==> src/rtl/vga_pkg.sv <==
`default_nettype none
// ============================================================================
//  Module      : vga_pkg
//  Description : Default 640x480@60 Hz raster timing and the pixel colour type
//                shared by the VGA scan controller.
//  Revision    : 1.0 - initial release
// ============================================================================
package vga_pkg;

    // Horizontal timing, in pixel clocks
    localparam int DEF_H_ACTIVE = 640;
    localparam int DEF_H_FP     = 16;
    localparam int DEF_H_SYNC   = 96;
    localparam int DEF_H_BP     = 48;

    // Vertical timing, in lines
    localparam int DEF_V_ACTIVE = 480;
    localparam int DEF_V_FP     = 10;
    localparam int DEF_V_SYNC   = 2;
    localparam int DEF_V_BP     = 33;

    localparam int H_TOTAL = DEF_H_ACTIVE + DEF_H_FP + DEF_H_SYNC + DEF_H_BP;
    localparam int V_TOTAL = DEF_V_ACTIVE + DEF_V_FP + DEF_V_SYNC + DEF_V_BP;

    // Sync regions sit after the front porch; end values are inclusive
    localparam int H_SYNC_START = DEF_H_ACTIVE + DEF_H_FP;
    localparam int H_SYNC_END   = H_SYNC_START + DEF_H_SYNC - 1;
    localparam int V_SYNC_START = DEF_V_ACTIVE + DEF_V_FP;
    localparam int V_SYNC_END   = V_SYNC_START + DEF_V_SYNC - 1;

    typedef struct packed {
        logic [7:0] r;
        logic [7:0] g;
        logic [7:0] b;
    } rgb_t;

endpackage : vga_pkg
`default_nettype wire

==> src/rtl/vga_scan_ctrl_sync_delay.sv <==
`default_nettype none
// ============================================================================
//  Module      : sync_delay
//  Description : WIDTH x DEPTH shift register with synchronous reset value.
//                Also exposes the entry feeding the last stage so a sibling
//                register can be loaded in step with the tail.
//  Revision    : 1.0 - initial release
// ============================================================================
module sync_delay #(
    parameter int               WIDTH   = 1,
    parameter int               DEPTH   = 1,
    parameter logic [WIDTH-1:0] RST_VAL = '0
) (
    input  logic             i_clk,
    input  logic             i_rst,
    input  logic [WIDTH-1:0] i_d,
    output logic [WIDTH-1:0] o_pre,
    output logic [WIDTH-1:0] o_q
);

    logic [DEPTH-1:0][WIDTH-1:0] stage_q;

    // Shift one stage per clock; reset loads every stage with RST_VAL
    always_ff @(posedge i_clk) begin
        if (i_rst) begin
            for (int i = 0; i < DEPTH; i++) begin
                stage_q[i] <= RST_VAL;
            end
        end else begin
            stage_q[0] <= i_d;
            for (int i = 1; i < DEPTH; i++) begin
                stage_q[i] <= stage_q[i-1];
            end
        end
    end

    assign o_q = stage_q[DEPTH-1];

    // With a single stage the tail is fed straight from the input
    generate
        if (DEPTH == 1) begin : g_pre_input
            assign o_pre = i_d;
        end else begin : g_pre_stage
            assign o_pre = stage_q[DEPTH-2];
        end
    endgenerate

endmodule : sync_delay
`default_nettype wire

==> src/rtl/vga_scan_ctrl.sv <==
`default_nettype none
// ============================================================================
//  Module      : vga_scan_ctrl
//  Description : Raster counters, frame ROM coordinate bus, colour register
//                with blanking, and HSYNC/VSYNC delayed to match the colour.
//  Revision    : 1.0 - initial release
// ============================================================================
module vga_scan_ctrl
    import vga_pkg::*;
#(
    parameter int H_ACTIVE   = DEF_H_ACTIVE,
    parameter int H_FP       = DEF_H_FP,
    parameter int H_SYNC     = DEF_H_SYNC,
    parameter int H_BP       = DEF_H_BP,
    parameter int V_ACTIVE   = DEF_V_ACTIVE,
    parameter int V_FP       = DEF_V_FP,
    parameter int V_SYNC     = DEF_V_SYNC,
    parameter int V_BP       = DEF_V_BP,
    parameter int PIPE_DELAY = 1
) (
    input  logic        i_clk,
    input  logic        i_rst,
    output logic [9:0]  o_x,
    output logic [8:0]  o_y,
    input  logic [23:0] i_rgb,
    output logic [7:0]  o_vga_r,
    output logic [7:0]  o_vga_g,
    output logic [7:0]  o_vga_b,
    output logic        o_hs,
    output logic        o_vs,
    output logic        o_blank_n,
    output logic        o_sync_n,
    output logic        o_frame_start
);

    // Full-width counter thresholds for this instance's timing
    localparam logic [9:0] C_H_ACTIVE = 10'(H_ACTIVE);
    localparam logic [9:0] C_V_ACTIVE = 10'(V_ACTIVE);
    localparam logic [9:0] C_H_LAST   = 10'(H_ACTIVE + H_FP + H_SYNC + H_BP - 1);
    localparam logic [9:0] C_V_LAST   = 10'(V_ACTIVE + V_FP + V_SYNC + V_BP - 1);
    localparam logic [9:0] C_HS_START = 10'(H_ACTIVE + H_FP);
    localparam logic [9:0] C_HS_END   = 10'(H_ACTIVE + H_FP + H_SYNC - 1);
    localparam logic [9:0] C_VS_START = 10'(V_ACTIVE + V_FP);
    localparam logic [9:0] C_VS_END   = 10'(V_ACTIVE + V_FP + V_SYNC - 1);

    logic [9:0] h_cnt_q, h_cnt_d;
    logic [9:0] v_cnt_q, v_cnt_d;
    logic       active;
    logic       hs_raw;
    logic       vs_raw;
    logic [2:0] pipe_pre;
    logic [2:0] pipe_tail;
    rgb_t       rgb_q, rgb_d;

    // Next raster position: h wraps every line, v advances only on h wrap
    always_comb begin
        h_cnt_d = h_cnt_q + 10'd1;
        v_cnt_d = v_cnt_q;
        if (h_cnt_q == C_H_LAST) begin
            h_cnt_d = '0;
            v_cnt_d = (v_cnt_q == C_V_LAST) ? 10'd0 : v_cnt_q + 10'd1;
        end
    end

    // Raster position registers; reset aborts the scan and restarts at (0,0)
    always_ff @(posedge i_clk) begin
        if (i_rst) begin
            h_cnt_q <= '0;
            v_cnt_q <= '0;
        end else begin
            h_cnt_q <= h_cnt_d;
            v_cnt_q <= v_cnt_d;
        end
    end

    // Region decode on the full-width counters
    always_comb begin
        active = (h_cnt_q < C_H_ACTIVE) && (v_cnt_q < C_V_ACTIVE);
        hs_raw = !((h_cnt_q >= C_HS_START) && (h_cnt_q <= C_HS_END));
        vs_raw = !((v_cnt_q >= C_VS_START) && (v_cnt_q <= C_VS_END));
    end

    // Coordinates are parked at 0 outside the visible area to keep the ROM
    // address in range; v_cnt only fits 9 bits while active
    assign o_x = active ? h_cnt_q : 10'd0;
    assign o_y = active ? v_cnt_q[8:0] : 9'd0;

    assign o_frame_start = (h_cnt_q == 10'd0) && (v_cnt_q == 10'd0) && !i_rst;
    assign o_sync_n      = 1'b0;

    sync_delay #(
        .WIDTH   (3),
        .DEPTH   (PIPE_DELAY),
        .RST_VAL (3'b011)
    ) u_pipe (
        .i_clk (i_clk),
        .i_rst (i_rst),
        .i_d   ({active, hs_raw, vs_raw}),
        .o_pre (pipe_pre),
        .o_q   (pipe_tail)
    );

    // Colour is accepted only when the matching delayed active bit is set
    always_comb begin
        rgb_d = pipe_pre[2] ? rgb_t'(i_rgb) : '0;
    end

    // Colour register loads alongside the tail of the sync pipe
    always_ff @(posedge i_clk) begin
        if (i_rst) begin
            rgb_q <= '0;
        end else begin
            rgb_q <= rgb_d;
        end
    end

    assign o_vga_r   = rgb_q.r;
    assign o_vga_g   = rgb_q.g;
    assign o_vga_b   = rgb_q.b;
    assign o_blank_n = pipe_tail[2];
    assign o_hs      = pipe_tail[1];
    assign o_vs      = pipe_tail[0];

endmodule : vga_scan_ctrl
`default_nettype wire

==> config.mk <==
export PLATFORM = sky130hd
export DESIGN_NAME = vga_scan_ctrl
export DESIGN_NICKNAME = d
export VERILOG_FILES = /design/src/rtl/vga_pkg.sv /design/src/rtl/vga_scan_ctrl_sync_delay.sv /design/src/rtl/vga_scan_ctrl.sv
export SDC_FILE = /design/constraint.sdc
export NUM_CORES = 1
export LEC_CHECK = 0
export BUFFER_PORTS_ARGS = -buffer_cell sky130_fd_sc_hd__buf_4
export CAP_MARGIN = 20
export CORE_MARGIN = 4
export CORE_UTILIZATION = 52
export DETAILED_ROUTE_END_ITERATION = 16
export HOLD_SLACK_MARGIN = 0.08
export PLACE_DENSITY_LB_ADDON = 0.05
export SYNTH_ARGS = -nofsm -noshare
export SYNTH_HDL_FRONTEND = slang
export SYNTH_SLANG_ARGS = --single-unit
==> constraint.sdc <==
create_clock -name i_clk -period 5.7 [get_ports i_clk]
set_clock_uncertainty 0.1 [all_clocks]
set_input_delay 0 -clock i_clk [delete_from_list [all_inputs] [get_ports i_clk]]
set_output_delay 0 -clock i_clk [all_outputs]
set_load 0.01 [all_outputs]
==> flow_summary_export.csv <==
group,metric,value,unit
setup_path,required,5840,ps
yosys,synth_nets,242,
layout,post-route-util,0.8207,
floorplanning,rows,21,
detailed_routing,vias,1821,
placed_design,place_ws,3529,ps
setup_path,critPathMaxFanout,9,
yosys,synth-edff-count,0,
sta,slew_viol_final,0,
placed_design,gp_congestion,0.9152,
worst_hold_path,hold_class,"in -> reg",
layout,fillers,221,
yosys,async_flop_share,0,
yosys,synth_flop_cell,"dfxtp_1",
placed_design,dp.cells,317,
yosys,syn_area_per_cell,9.172,µm²
floorplanning,initial_core_util,0.5606,
setup_path,rr_worst_depth,5,
floorplanning,die_x,69.15,µm
power,powerDensity,232.3,mW/mm²
yosys,synthTopCellsByArea,"dfxtp_1, and2_1, xnor2_1",
setup_path,end_kind,"flip-flop",
yosys,synthesis.area,0.001944,mm²
layout,final-seq-area,940.9,µm²
detailed_routing,via_per_inst,5.188,
detailed_routing,drtIter0Drc,167,
layout,syn_to_final_growth,46.40,%
global_routing,grt_max_degree,26,
global_routing,overflow,0,
yosys,yosys_warnings,0,
clock_network,cts_tree,"yes",
clock_network,clk_pin_slew_worst_paths,90,ps
clock_network,cts_buffers,5,
global_routing,grt_pass1_wl,9.287,mm
sta,period_needed,2210,ps
yosys,yosysTopAreaCell,"dfxtp_1",
detailed_routing,wirelength,5.744,mm
worst_hold_path,hold_depth,3,
setup_path,crit_arrival,2350,ps
sta,fin_ws,3490,ps
layout,drive_gt1_frac,0.2829,
setup_path,reg2reg_slack,3490,ps
power,p_leak,1.203,nW
yosys,ys_ff_latch,47,
detailed_routing,drt_pass1_iterations,4,
placed_design,hpwl,3.281,mm
sta,relSlewSlack,0.6484,
layout,nNetsFinal,334,
sta,grt_setup_unrepaired,"no",
setup_path,r2r_start,"h_cnt_q[0]$_SDFF_PP0_",
sta,fin_crit_sh,0.3876,
yosys,synth_commonest_cells,"dfxtp_1, and2_1, nor2_1",
worst_hold_path,min_from,"i_rgb[7]",
sta,setup_violations,0,
setup_path,crit_type,"reg -> reg",
detailed_routing,ant_nets,0,
sta,tns,0,ps
worst_hold_path,whs_endpoint,"o_vga_b[7]$_SDFF_PP0_",
layout,multiInputGateArea,907.1,µm²
yosys,yosysSeqAreaShare,0.4839,
floorplanning,die_area,0.004782,mm²
global_routing,grt_use_total,0.2416,
floorplanning,die_h,69.15,µm
yosys,yosys.cell_types.count,37,
outcome,status,"finished clean",
setup_path,r2r-end,"v_cnt_q[7]$_SDFFE_PP0N_",
yosys,synth.most_common_cell,"dfxtp_1",
placed_design,port_buffers,72,
floorplanning,io_pins,74,
layout,final_cell_count_no_fill,351,
detailed_routing,avgRoutedWirePerCell,16.36,µm
setup_path,start_kind,"flip-flop",
sta,worst_pin_slew,526.7,ps
sta,hold_ws,345.1,ps
power,vdd_ir_drop_max,0.0001982,V
clock_network,root_buffer,"clkbuf_8",
sta,fmaxAchievable,0.4526,GHz
yosys,synthCells,212,
detailed_routing,post-route-drc-count,0,
sta,hold_viol,0,
clock_network,clk_latency,300,ps
global_routing,antenna_found_initial,1,
clock_network,cts_sinks,47,
global_routing,first_global_vias,1856,
clock_network,cts_buffer_depth,2,
clock_network,cts_max_level,2,
floorplanning,coreArea,0.003468,mm²
run,cap_violations,0,
yosys,synth_top_area_share,0.4839,
## power breakdown
group / leakage, nW / switching [W] / internal [W]
clock network: 0.0502 / 0.000112 / 0.000128
logic: 0.767 / 0.0000303 / 0.0000455
registers: 0.386 / 0.00000562 / 0.000339
total: 1.20 / 0.000148 / 0.000513
## what timing repair did
item / 4_1_cts / 5_1_grt
hold buffers: 25 / 0
gates resized for setup: 0 / 0
endpoints found under the setup margin: 0 / 0
buffers inserted: 0 / 0
endpoints found under the hold margin: 32 / 0
## registers in the layout, summed over array words and instances, names as in the netlist
| name | count |
|---|---|
| o_vga_g | 8 |
| v_cnt_q | 10 |
| h_cnt_q | 10 |
| o_vga_b | 8 |
| o_vga_r | 8 |
| u_pipe.o_q | 3 |
## layout make-up
type,instances,area share
Antenna cell,1,0.0008791
Clock buffer,5,0.02418
Clock inverter,2,0.01319
Inverter,8,0.01055
Multi-Input combinational cell,144,0.3187
Sequential cell,47,0.3305
Tap cell,46,0.02022
Timing Repair Buffer,98,0.2818
## placed cells by master, fill, tap and decap left out, types with 2 or more instances in the layout
| master | instances |
|---|---|
| buf_4 | 72 |
| dfxtp_1 | 47 |
| and2_1 | 37 |
| dlygate4sd3_1 | 25 |
| nor2_1 | 21 |
| xnor2_1 | 11 |
| nand3_1 | 11 |
| nor3_1 | 10 |
| inv_1 | 8 |
| nor4_1 | 6 |
| nand2_1 | 5 |
| a21oi_1 | 5 |
| clkbuf_8 | 5 |
| nand4_1 | 4 |
| ha_1 | 4 |
| o21ai_0 | 3 |
| or3_1 | 3 |
| xor2_1 | 3 |
| or4_1 | 2 |
| nand3b_1 | 2 |
## worst max-delay path: stages (launching register included)
cell and delay [ps]:
dfxtp_1 410, ha_1 260, nand4_2 230, or4_1 660
or3_1 330, a21oi_1 140
## stage by stage
| stage | total power, W | instance area, µm² |
|---|---|---|
| final | 0.0006612 | 2846 |
| after global routing | 0.0006807 | 2846 |
| after CTS | 0.0006558 | 2833 |
| after detailed placement | 0.0004093 | 2476 |
| after global placement | 0.0004081 | 2476 |
| after floorplan | 0.0003751 | 1944 |
## logic make-up after synthesis
group / synth area share
AOI/OAI and AO/OA: 0.03861
xor gates and xnor gates: 0.06306
adders and majority gates: 0.02574
buffers and inverters: 0.05212
DFF: 0.4839
other: 0.001929
and+or+nand+nor: 0.3346
## layer usage
| layer | up-vias | part of all wire | GRT usage |
|---|---|---|---|
| met5 | - | 0 | 0 |
| met4 | 0 | 0.018 | 0.08243 |
| met3 | 11 | 0.090 | 0.09448 |
| met2 | 89 | 0.47 | 0.3867 |
| met1 | 836 | 0.43 | 0.2956 |
| li1 | 885 | - | - |
## worst max-delay path by stage
stage                                     start                      end  slack, ps  depth (start not counted)
after detailed placement  h_cnt_q[0]$_SDFF_PP0_  v_cnt_q[7]$_SDFFE_PP0N_       3530                          5
after global placement    h_cnt_q[0]$_SDFF_PP0_  v_cnt_q[7]$_SDFFE_PP0N_       3610                          5
after global routing      h_cnt_q[0]$_SDFF_PP0_  v_cnt_q[9]$_SDFFE_PP0N_       3350                          5
final                     h_cnt_q[0]$_SDFF_PP0_  v_cnt_q[7]$_SDFFE_PP0N_       3490                          5
after floorplan           h_cnt_q[0]$_SDFF_PP0_  v_cnt_q[7]$_SDFFE_PP0N_       3730                          5
after CTS                 h_cnt_q[0]$_SDFF_PP0_  v_cnt_q[9]$_SDFFE_PP0N_       3500                          5
No activity file was read; power rests on OpenSTA's default activity.
